[src/rtl/bus_pkg.sv]
// Shared definitions for the two-master bus arbiter: state encoding, address
// regions, default timeout and the region-to-chip-select decode.
package bus_pkg;

  typedef enum logic [1:0] {
    ST_IDLE   = 2'd0,
    ST_ACCESS = 2'd1,
    ST_DONE   = 2'd2
  } state_e;

  localparam logic [1:0] REG_IO    = 2'd0;
  localparam logic [1:0] REG_RAM   = 2'd1;
  localparam logic [1:0] REG_FLASH = 2'd2;
  localparam logic [1:0] REG_NONE  = 2'd3;

  localparam logic [7:0] TIMEOUT_DEF = 8'd255;

  // Region 3 is unmapped, so it selects no slave at all.
  function automatic logic [3:0] region_cs(input logic [1:0] region);
    logic [3:0] cs;
    cs = 4'b0000;
    if (region != REG_NONE) cs = 4'b0001 << region;
    return cs;
  endfunction

endpackage

[src/rtl/bus_rr_pick.sv]
// Combinational 2-way round-robin choice: on a tie the master not served last wins.
// pick_o is only meaningful while vld_o is high.
module bus_rr_pick (
  input  logic [1:0] req_i,
  input  logic       last_i,
  output logic       vld_o,
  output logic       pick_o
);

  always_comb begin
    vld_o  = |req_i;
    pick_o = req_i[1] & (~req_i[0] | ~last_i);
  end

endmodule

[src/rtl/bus_arbiter.sv]
// Two-master, single-transfer bus arbiter: IDLE arbitrates, ACCESS drives the
// selected slave until it stops being busy (or times out), DONE pulses completion.
module bus_arbiter
  import bus_pkg::*;
#(
  parameter logic [7:0] TIMEOUT = TIMEOUT_DEF
) (
  input  logic        clk,
  input  logic        rst_n,
  input  logic        m0_req,
  input  logic        m1_req,
  input  logic [15:0] m0_addr,
  input  logic [15:0] m1_addr,
  input  logic [15:0] m0_wdata,
  input  logic [15:0] m1_wdata,
  input  logic        m0_write,
  input  logic        m1_write,
  output logic        m0_gnt,
  output logic        m1_gnt,
  output logic        m0_done,
  output logic        m1_done,
  output logic [15:0] m_rdata,
  output logic        m_err,
  output logic [15:0] s_addr,
  output logic [15:0] s_wdata,
  output logic        s_write,
  output logic [3:0]  s_cs,
  input  logic [15:0] s_rdata0,
  input  logic [15:0] s_rdata1,
  input  logic [15:0] s_rdata2,
  input  logic [2:0]  s_busy
);

  state_e      state_q, state_d;
  logic        owner_q, owner_d;
  logic        last_q, last_d;
  logic [15:0] addr_q, addr_d;
  logic [15:0] wdata_q, wdata_d;
  logic        write_q, write_d;
  logic [15:0] rdata_q, rdata_d;
  logic        err_q, err_d;
  logic [7:0]  cnt_q, cnt_d;

  logic        pick_vld, pick;
  logic [1:0]  region;
  logic        busy_sel;
  logic [15:0] rdata_sel;
  logic [7:0]  cnt_inc;

  bus_rr_pick u_pick (
    .req_i  ({m1_req, m0_req}),
    .last_i (last_q),
    .vld_o  (pick_vld),
    .pick_o (pick)
  );

  assign region  = addr_q[15:14];
  assign cnt_inc = cnt_q + 8'd1;

  always_comb begin
    busy_sel  = 1'b0;
    rdata_sel = 16'h0000;
    case (region)
      REG_IO:    begin busy_sel = s_busy[0]; rdata_sel = s_rdata0; end
      REG_RAM:   begin busy_sel = s_busy[1]; rdata_sel = s_rdata1; end
      REG_FLASH: begin busy_sel = s_busy[2]; rdata_sel = s_rdata2; end
      default:   begin busy_sel = 1'b0;      rdata_sel = 16'h0000; end
    endcase
  end

  always_comb begin
    state_d = state_q;
    owner_d = owner_q;
    last_d  = last_q;
    addr_d  = addr_q;
    wdata_d = wdata_q;
    write_d = write_q;
    rdata_d = rdata_q;
    err_d   = err_q;
    cnt_d   = cnt_q;
    case (state_q)
      ST_IDLE: begin
        if (pick_vld) begin
          owner_d = pick;
          addr_d  = pick ? m1_addr  : m0_addr;
          wdata_d = pick ? m1_wdata : m0_wdata;
          write_d = pick ? m1_write : m0_write;
          cnt_d   = 8'd0;
          state_d = ST_ACCESS;
        end
      end
      ST_ACCESS: begin
        if (region == REG_NONE) begin
          rdata_d = 16'h0000;
          err_d   = 1'b1;
          state_d = ST_DONE;
        end else if (!busy_sel) begin
          rdata_d = write_q ? 16'h0000 : rdata_sel;
          err_d   = 1'b0;
          state_d = ST_DONE;
        end else if (cnt_inc == TIMEOUT) begin
          // This busy cycle is the TIMEOUT-th one: give up on the slave.
          rdata_d = 16'h0000;
          err_d   = 1'b1;
          state_d = ST_DONE;
        end else begin
          cnt_d = cnt_inc;
        end
      end
      ST_DONE: begin
        last_d  = owner_q;
        state_d = ST_IDLE;
      end
      default: state_d = ST_IDLE;
    endcase
  end

  always_ff @(posedge clk or negedge rst_n) begin
    if (!rst_n) begin
      state_q <= ST_IDLE;
      owner_q <= 1'b0;
      last_q  <= 1'b1;
      addr_q  <= 16'h0000;
      wdata_q <= 16'h0000;
      write_q <= 1'b0;
      rdata_q <= 16'h0000;
      err_q   <= 1'b0;
      cnt_q   <= 8'd0;
    end else begin
      state_q <= state_d;
      owner_q <= owner_d;
      last_q  <= last_d;
      addr_q  <= addr_d;
      wdata_q <= wdata_d;
      write_q <= write_d;
      rdata_q <= rdata_d;
      err_q   <= err_d;
      cnt_q   <= cnt_d;
    end
  end

  // Outputs decode straight from state so an async reset drops them at once.
  always_comb begin
    m0_gnt  = 1'b0;
    m1_gnt  = 1'b0;
    m0_done = 1'b0;
    m1_done = 1'b0;
    m_err   = 1'b0;
    s_addr  = 16'h0000;
    s_wdata = 16'h0000;
    s_write = 1'b0;
    s_cs    = 4'b0000;
    m_rdata = rdata_q;
    case (state_q)
      ST_ACCESS: begin
        m0_gnt  = ~owner_q;
        m1_gnt  = owner_q;
        s_addr  = addr_q;
        s_wdata = wdata_q;
        s_write = write_q;
        s_cs    = region_cs(region);
      end
      ST_DONE: begin
        m0_gnt  = ~owner_q;
        m1_gnt  = owner_q;
        m0_done = ~owner_q;
        m1_done = owner_q;
        m_err   = err_q;
      end
      default: ;
    endcase
  end

endmodule

[config.mk]
export PLATFORM = sky130hd
export DESIGN_NAME = bus_arbiter
export DESIGN_NICKNAME = d
export VERILOG_FILES = /design/src/rtl/bus_pkg.sv /design/src/rtl/bus_rr_pick.sv /design/src/rtl/bus_arbiter.sv
export SDC_FILE = /design/constraint.sdc
export NUM_CORES = 1
export LEC_CHECK = 0
export ABC_AREA = 1
export CORE_MARGIN = 1.5
export CORE_UTILIZATION = 38
export CTS_BUF_LIST = sky130_fd_sc_hd__clkbuf_4 sky130_fd_sc_hd__clkbuf_8 sky130_fd_sc_hd__clkbuf_16
export DETAILED_ROUTE_END_ITERATION = 12
export PLACE_DENSITY = 0.79
export SYNTH_ARGS = -nofsm -noshare
export SYNTH_HDL_FRONTEND = slang
export SYNTH_SLANG_ARGS = --single-unit
[constraint.sdc]
create_clock -name clk -period 1.63 [get_ports clk]
set_input_delay 0.326 -clock clk [delete_from_list [all_inputs] [get_ports clk]]
set_output_delay 0.326 -clock clk [all_outputs]
set_load 0.005 [all_outputs]
==> key figures, run 1 <==
Outcome
  – Status: complete, but fails checks
  – Failing checks: negative setup slack

Clock network
  – Htree depth: 3
  – Clock Tree Buf Depth: 2
  – Clk sinks: 62
  – CTS tree: done
  – CTS clk-pin slew, worst paths: approximately 0.070 ns
  – Worst skew pair latency: 0.34 ns
  – CTS root buf: clkbuf_8
  – Cts bufs inserted: 9

STA
  – F_max: between 0.5 and 0.6 GHz
  – Max-slew violations: 0
  – Setup violators final: 99
  – Worst setup margin: -0.2714 ns
  – Clock period minus worst slack: 1.901 ns
  – Final Hold Fails: 0
  – Final worst-path cycle share: 116.6%
  – Setup Skew: 0.009041 ns
  – Setup_tns: -13.78 ns
  – RSZ-0062 raised after global routing: true

Route
  – Iter 0 DRT Violations: 193
  – DRT Wirelength: 14,050 µm
  – Drt pass-1 iters: 4
  – Vias: 4,475
  – Drt drc: 0
  – DR WL/cell: around 16 µm
  – Post-route ant nets: 0
  – Vias per inst: about 5.0

Worst setup path
  – Register-to-Register Path Depth: 12
  – Arr. time, crit path: 1.58 ns
  – WS Path Type: flip-flop to output pin
  – CP max-delay cell: dfrtp_1
  – Worst Path Max Fanout: 7
  – Critical path's largest stage delay: 0.44 ns
  – Setup crit start kind: flip-flop
  – Crit. End Element: output pin
  – Reg-to-reg slack, setup: -0.19 ns
  – R2r endpoint: m_rdata[5]
  – Required time worst endpoint: 1.30 ns
  – Worst r2r src: cnt_q[0]
  – Cell Chain, Critical Path: ha_4 -> buf_12 -> buf_12 -> buf_12 -> nand2_2 -> inv_1 -> buf_2
  – Cell mode on critical path: buf_12

Yosys
  – Netlist Area Pre-Place: 0.003836 mm²
  – Mean Syn Cell Area: 7.406 µm²
  – Seq cells post-synth: 62
  – Synth warnings: 0
  – Seq/Total Area, Yosys: 40.48%
  – Net Count, Synth: 644
  – Post-Synthesis Cells: 518
  – Yosys cell types: 35

Global routing
  – GRT Residual Overflow: 0
  – Total GRT Usage: a little under a quarter
  – First-pass GRT wire length: around 19,000 µm
  – Largest net degree at the start of global routing: 31
  – Antenna violations before repair: 0
  – Vias in the first global route: 4,218

Finish
  – Fin nets: 881
  – Util after Layout: 72.20%
  – Post-route insts no fill: 893
  – Fillcell total: 692
  – Layout cells sized above 1: 41.58%
  – Antenna diode count: 0
  – Most frequent cells in the layout: 131 x clkdlybuf4s50_1, 57 x dfrtp_1, 54 x nand2_1
  – Most common cell after layout, fill and taps aside: clkdlybuf4s50_1
  – Layout area overhead: 83.95%

Job
  – Max-Cap Viols: 0

Die
  – Chip Width: ~100 µm
  – Die Span Y: 103.5 µm
  – Die ar.: 0.01071 mm²
  – Boundary Pins: 179
  – Num rows: 36
  – Core area: 0.009774 mm²
  – Initial Util: 39.25%

Power
  – Pwr dens: 1703 mW/mm²
  – Leakage power: approximately 3.5 nW
  – Peak supply drop: 0.8769 mV

Place
  – Post-Place Cells: 847
  – PortBufs: between 150 and 200
  – Setup WS pre-CTS: -0.3304 ns
  – Post-DP HPWL: 9305 µm
  – Gpl congestion: 0.8312

Worst hold path
  – Hold Path Class: input port to asynchronous set/reset pin
critical path: cells and delay by family, from the launching register on:
kind	cells	cell delay (ns)
adders and majority gates	1	0.20
buffers and inverters	5	0.52
DFF	1	0.44
and+or+nand+nor	1	0.05
metrics by stage:
| step | area [µm²] | power, mW | hold WS [ns] |
|---|---|---|---|
| 2_1_floorplan | 3845 | 5.630 | 0.03041 |
| 3_3_place_gp | 6073 | 8.360 | 0.2746 |
| 3_5_place_dp | 6073 | 8.531 | 0.2775 |
| 4_1_cts | 6492 | 10.45 | 0.4625 |
| 5_1_grt | 7057 | 12.73 | 0.4912 |
| 6_report | 7057 | 12.02 | 0.4484 |
what timing repair did:
action	in CTS	in global routing
gates cloned	2	6
endpoints found under the setup margin	68	104
endpoints found under the hold margin	13	0
setup buffers	16	10
pin swaps	16	15
gates resized for setup	246	169
hold buffers	1	0
logic make-up after synthesis:
| kind of cell | Yosys count | share of synthesized area [%] |
|---|---|---|
| flops | 62 | 40.48 |
| buf+inv | 96 | 10.93 |
| other cells | 1 | 0.09775 |
| compound gates | 116 | 17.61 |
| simple gates | 238 | 29.26 |
| fa+ha+maj | 5 | 1.631 |
cells in the mapped netlist, drive strengths merged:
cell    instances  area, µm²
a21oi          21      127.6
conb            1      3.750
ha              5      62.56
o21ai          87      476.7
nor3            1      5.000
o22ai           4      25.02
a211oi          1      12.51
nand3          41      250.2
nand2         143      650.6
nand4           2      12.51
inv            67      254.0
buf            11      97.59
dfstp           1      26.28
dfrtp          61       1526
o221ai          1      15.01
o21bai          2      18.77
nor2           51      203.9
clkbuf         17      63.81
clkinv          1      3.750
registers in the layout (all words and copies together), names as in the netlist:
| register | flops |
|---|---|
| state_q | 2 |
| m_rdata | 16 |
| addr_q | 16 |
| wdata_q | 16 |
| err_q | 1 |
| last_q | 1 |
| write_q | 1 |
| cnt_q | 8 |
| owner_q | 1 |
cell type report:
class / count / area [µm²] / share of cell area (%)
clock buffer: 12 / 152.6 / 2.163
clock inverter: 4 / 22.52 / 0.3191
inverter: 68 / 266.5 / 3.777
multi-input combinational: 360 / 2332 / 33.05
sequential: 62 / 1558 / 22.07
tap: 133 / 166.4 / 2.358
timing repair buffer: 254 / 2559 / 36.26
worst max path at each step:
stage,startpoint,slack (ns),to,cells past startpoint
after floorplan,cnt_q[0],0.007,m_rdata[5],13
after global placement,state_q[1],-0.23,s_write,6
after detailed placement,state_q[1],-0.33,s_cs[1],6
after CTS,state_q[0],-0.25,s_wdata[2],7
after global routing,state_q[0],-0.32,s_write,7
final,state_q[0],-0.27,s_addr[11],7
where the power goes:
part	leakage [nW]	internal, mW	switching [mW]	total (mW)
Sequential	0.777	2.23	0.799	3.02
Clock	0.0930	0.620	0.619	1.24
Combinational	2.63	3.95	3.80	7.75
layer usage:
metal | routed length (µm) | vias up | track usage (%)
met5 | 0 | - | 0
met4 | 336 | 0 | 8.004
met3 | 1002 | 33 | 5.914
met2 | 7426 | 212 | 42.74
met1 | 5282 | 2101 | 26.54
li1 | - | 2129 | -
No activity file was read; power rests on OpenSTA's default activity.
==> run 2, diff against run 1 <==
--- a/config.mk
+++ b/config.mk
@@ -10,6 +10,7 @@
 export CORE_UTILIZATION = 38
 export CTS_BUF_LIST = sky130_fd_sc_hd__clkbuf_4 sky130_fd_sc_hd__clkbuf_8 sky130_fd_sc_hd__clkbuf_16
 export DETAILED_ROUTE_END_ITERATION = 12
+export MAX_ROUTING_LAYER = met4
 export PLACE_DENSITY = 0.79
 export SYNTH_ARGS = -nofsm -noshare
 export SYNTH_HDL_FRONTEND = slang
==> key figures, run 2 (same netlist as run 1, synthesis figures left out) <==
Global routing
  – Largest net degree at the start of global routing: 31
  – Total GRT Usage: 24.12%
  – Vias in the first global route: 4,235
  – Antenna violations before repair: 0
  – First-pass GRT wire length: between 15,000 and 20,000 µm
  – GRT Residual Overflow: 0

Power
  – Final Power: 11.99 mW
  – Peak supply drop: 0.8788 mV
  – Leakage power: roughly 3.5 nW
  – Pwr dens: between 1500 and 2000 mW/mm²

Clock network
  – Clk sinks: 62
  – Worst skew pair latency: 0.33 ns
  – Clock Tree Buf Depth: 2
  – Cts bufs inserted: 9
  – CTS clk-pin slew, worst paths: 0.07 ns
  – CTS root buf: clkbuf_8
  – CTS tree: done
  – Htree depth: 3

Finish
  – Most common cell after layout, fill and taps aside: clkdlybuf4s50_1
  – Layout area overhead: 83.95%
  – Most frequent cells in the layout: 131 x clkdlybuf4s50_1, 57 x dfrtp_1, 54 x nand2_1
  – Fin nets: 881
  – Antenna diode count: 0
  – Fillcell total: ~690
  – Layout cells sized above 1: 41.58%

Worst setup path
  – Arr. time, crit path: between 1.5 and 2 ns
  – Top delay family on crit path: buffers and inverters
  – Critical path's largest stage delay: 0.44 ns
  – CP max-delay cell: dfrtp_1
  – Setup crit start kind: flip-flop
  – Critical path buffers and inverters: 5
  – Required time worst endpoint: 1.30 ns
  – Worst Path Max Fanout: 7
  – Cell mode on critical path: buf_12
  – WS Path Type: flip-flop to output pin
  – Cell Chain, Critical Path: ha_4 -> buf_12 -> buf_12 -> buf_12 -> nand2_2 -> inv_1 -> buf_2
  – Crit. End Element: output pin

Route
  – Drt pass-1 iters: 6
  – Vias per inst: 5.008
  – Iter 0 DRT Violations: roughly 200
  – DR WL/cell: 15.69 µm
  – Drt drc: 0
  – Vias: 4,472
  – DRT Wirelength: 14,010 µm
  – Post-route ant nets: 0

Die
  – Die Span Y: 103.5 µm
  – Chip Width: 103.5 µm
  – Core area: 0.009774 mm²
  – Die ar.: around 0.011 mm²
  – Initial Util: approximately two fifths
  – Boundary Pins: about 180
  – Num rows: 36

STA
  – RSZ-0062 raised after global routing: true
  – WHS: 0.4509 ns
  – Max-slew violations: 0
  – Final worst-path cycle share: 116.9%
  – Final Hold Fails: 0
  – F_max: 0.5250 GHz
  – Setup Skew: 0.008360 ns
  – Setup violators final: 99
  – Clock period minus worst slack: 1.905 ns
  – Worst setup margin: -0.2747 ns

Place
  – Gpl congestion: 0.8439
  – Setup WS pre-CTS: -0.3304 ns
  – PortBufs: 177
  – Post-DP HPWL: 9305 µm

Outcome
  – Status: complete, but fails checks
  – Failing checks: negative setup slack

Job
  – Max-Cap Viols: 0

Worst hold path
  – Hold Path Class: input port to asynchronous set/reset pin
-- run 2: cell counts in the layout (fill, tap and decap cells not counted) --
Identical to the previous run, type by type.
-- run 2: timing repair --
action / CTS / global route
gates resized for setup: 246 / 169
hold buffers: 1 / 0
hold endpoints to repair: 13 / 0
pin swaps: 16 / 15
buffers inserted: 16 / 10
endpoints found under the setup margin: 68 / 104
cloned: 2 / 6
-- run 2: layer usage --
metal	up-vias	GRT usage [%]	share of wire [%]
met2	186	42.74	53
met5	-	-	0
li1	2134	-	-
met4	0	8.212	2.3
met1	2122	27.06	38
met3	30	4.906	6.6
-- run 2: worst paths after layout --
| kind | startpoint | to | slack, ns | depth (start not counted) |
|---|---|---|---|---|
| max | state_q[0] | s_addr[11] | -0.27 | 7 |
| min | rst_n | cnt_q[4] | 0.45 | 2 |
| max reg2reg | cnt_q[0] | m_rdata[5] | -0.20 | 12 |
| min reg2reg | last_q | last_q | 0.47 | 2 |
| max in group asynchronous | rst_n | last_q | 0.61 | 3 |
| min in group clk | last_q | last_q | 0.47 | 2 |
-- run 2: final cells by class --
class | count | area (µm²) | share of cell area (%)
clock inverters | 4 | 22.52 | 0.3191
multi-input cells | 360 | 2332 | 33.05
repair buffers | 254 | 2559 | 36.26
well taps | 133 | 166.4 | 2.358
flip-flops and latches | 62 | 1558 | 22.07
clock buffers | 12 | 152.6 | 2.163
inverters | 68 | 266.5 | 3.777
-- run 2: through the flow --
step / util (%) / instances / TNS, ns / area, µm²
floorplan: - / 518 / 0 / 3845
global placement: 62.14 / 847 / -10.40 / 6073
detailed placement: 62.14 / 847 / -15.45 / 6073
CTS: 66.42 / 881 / -9.025 / 6492
global route: 72.20 / 893 / -19.28 / 7057
finish: 72.20 / 893 / -13.80 / 7057
-- run 2: power breakdown --
group | switching [mW] | internal, mW | leakage, nW | total, mW
sequential | 0.800 | 2.23 | 0.777 | 3.03
combinational | 3.79 | 3.95 | 2.63 | 7.74
clock | 0.613 | 0.620 | 0.0930 | 1.23
total | 5.20 | 6.79 | 3.50 | 12.0
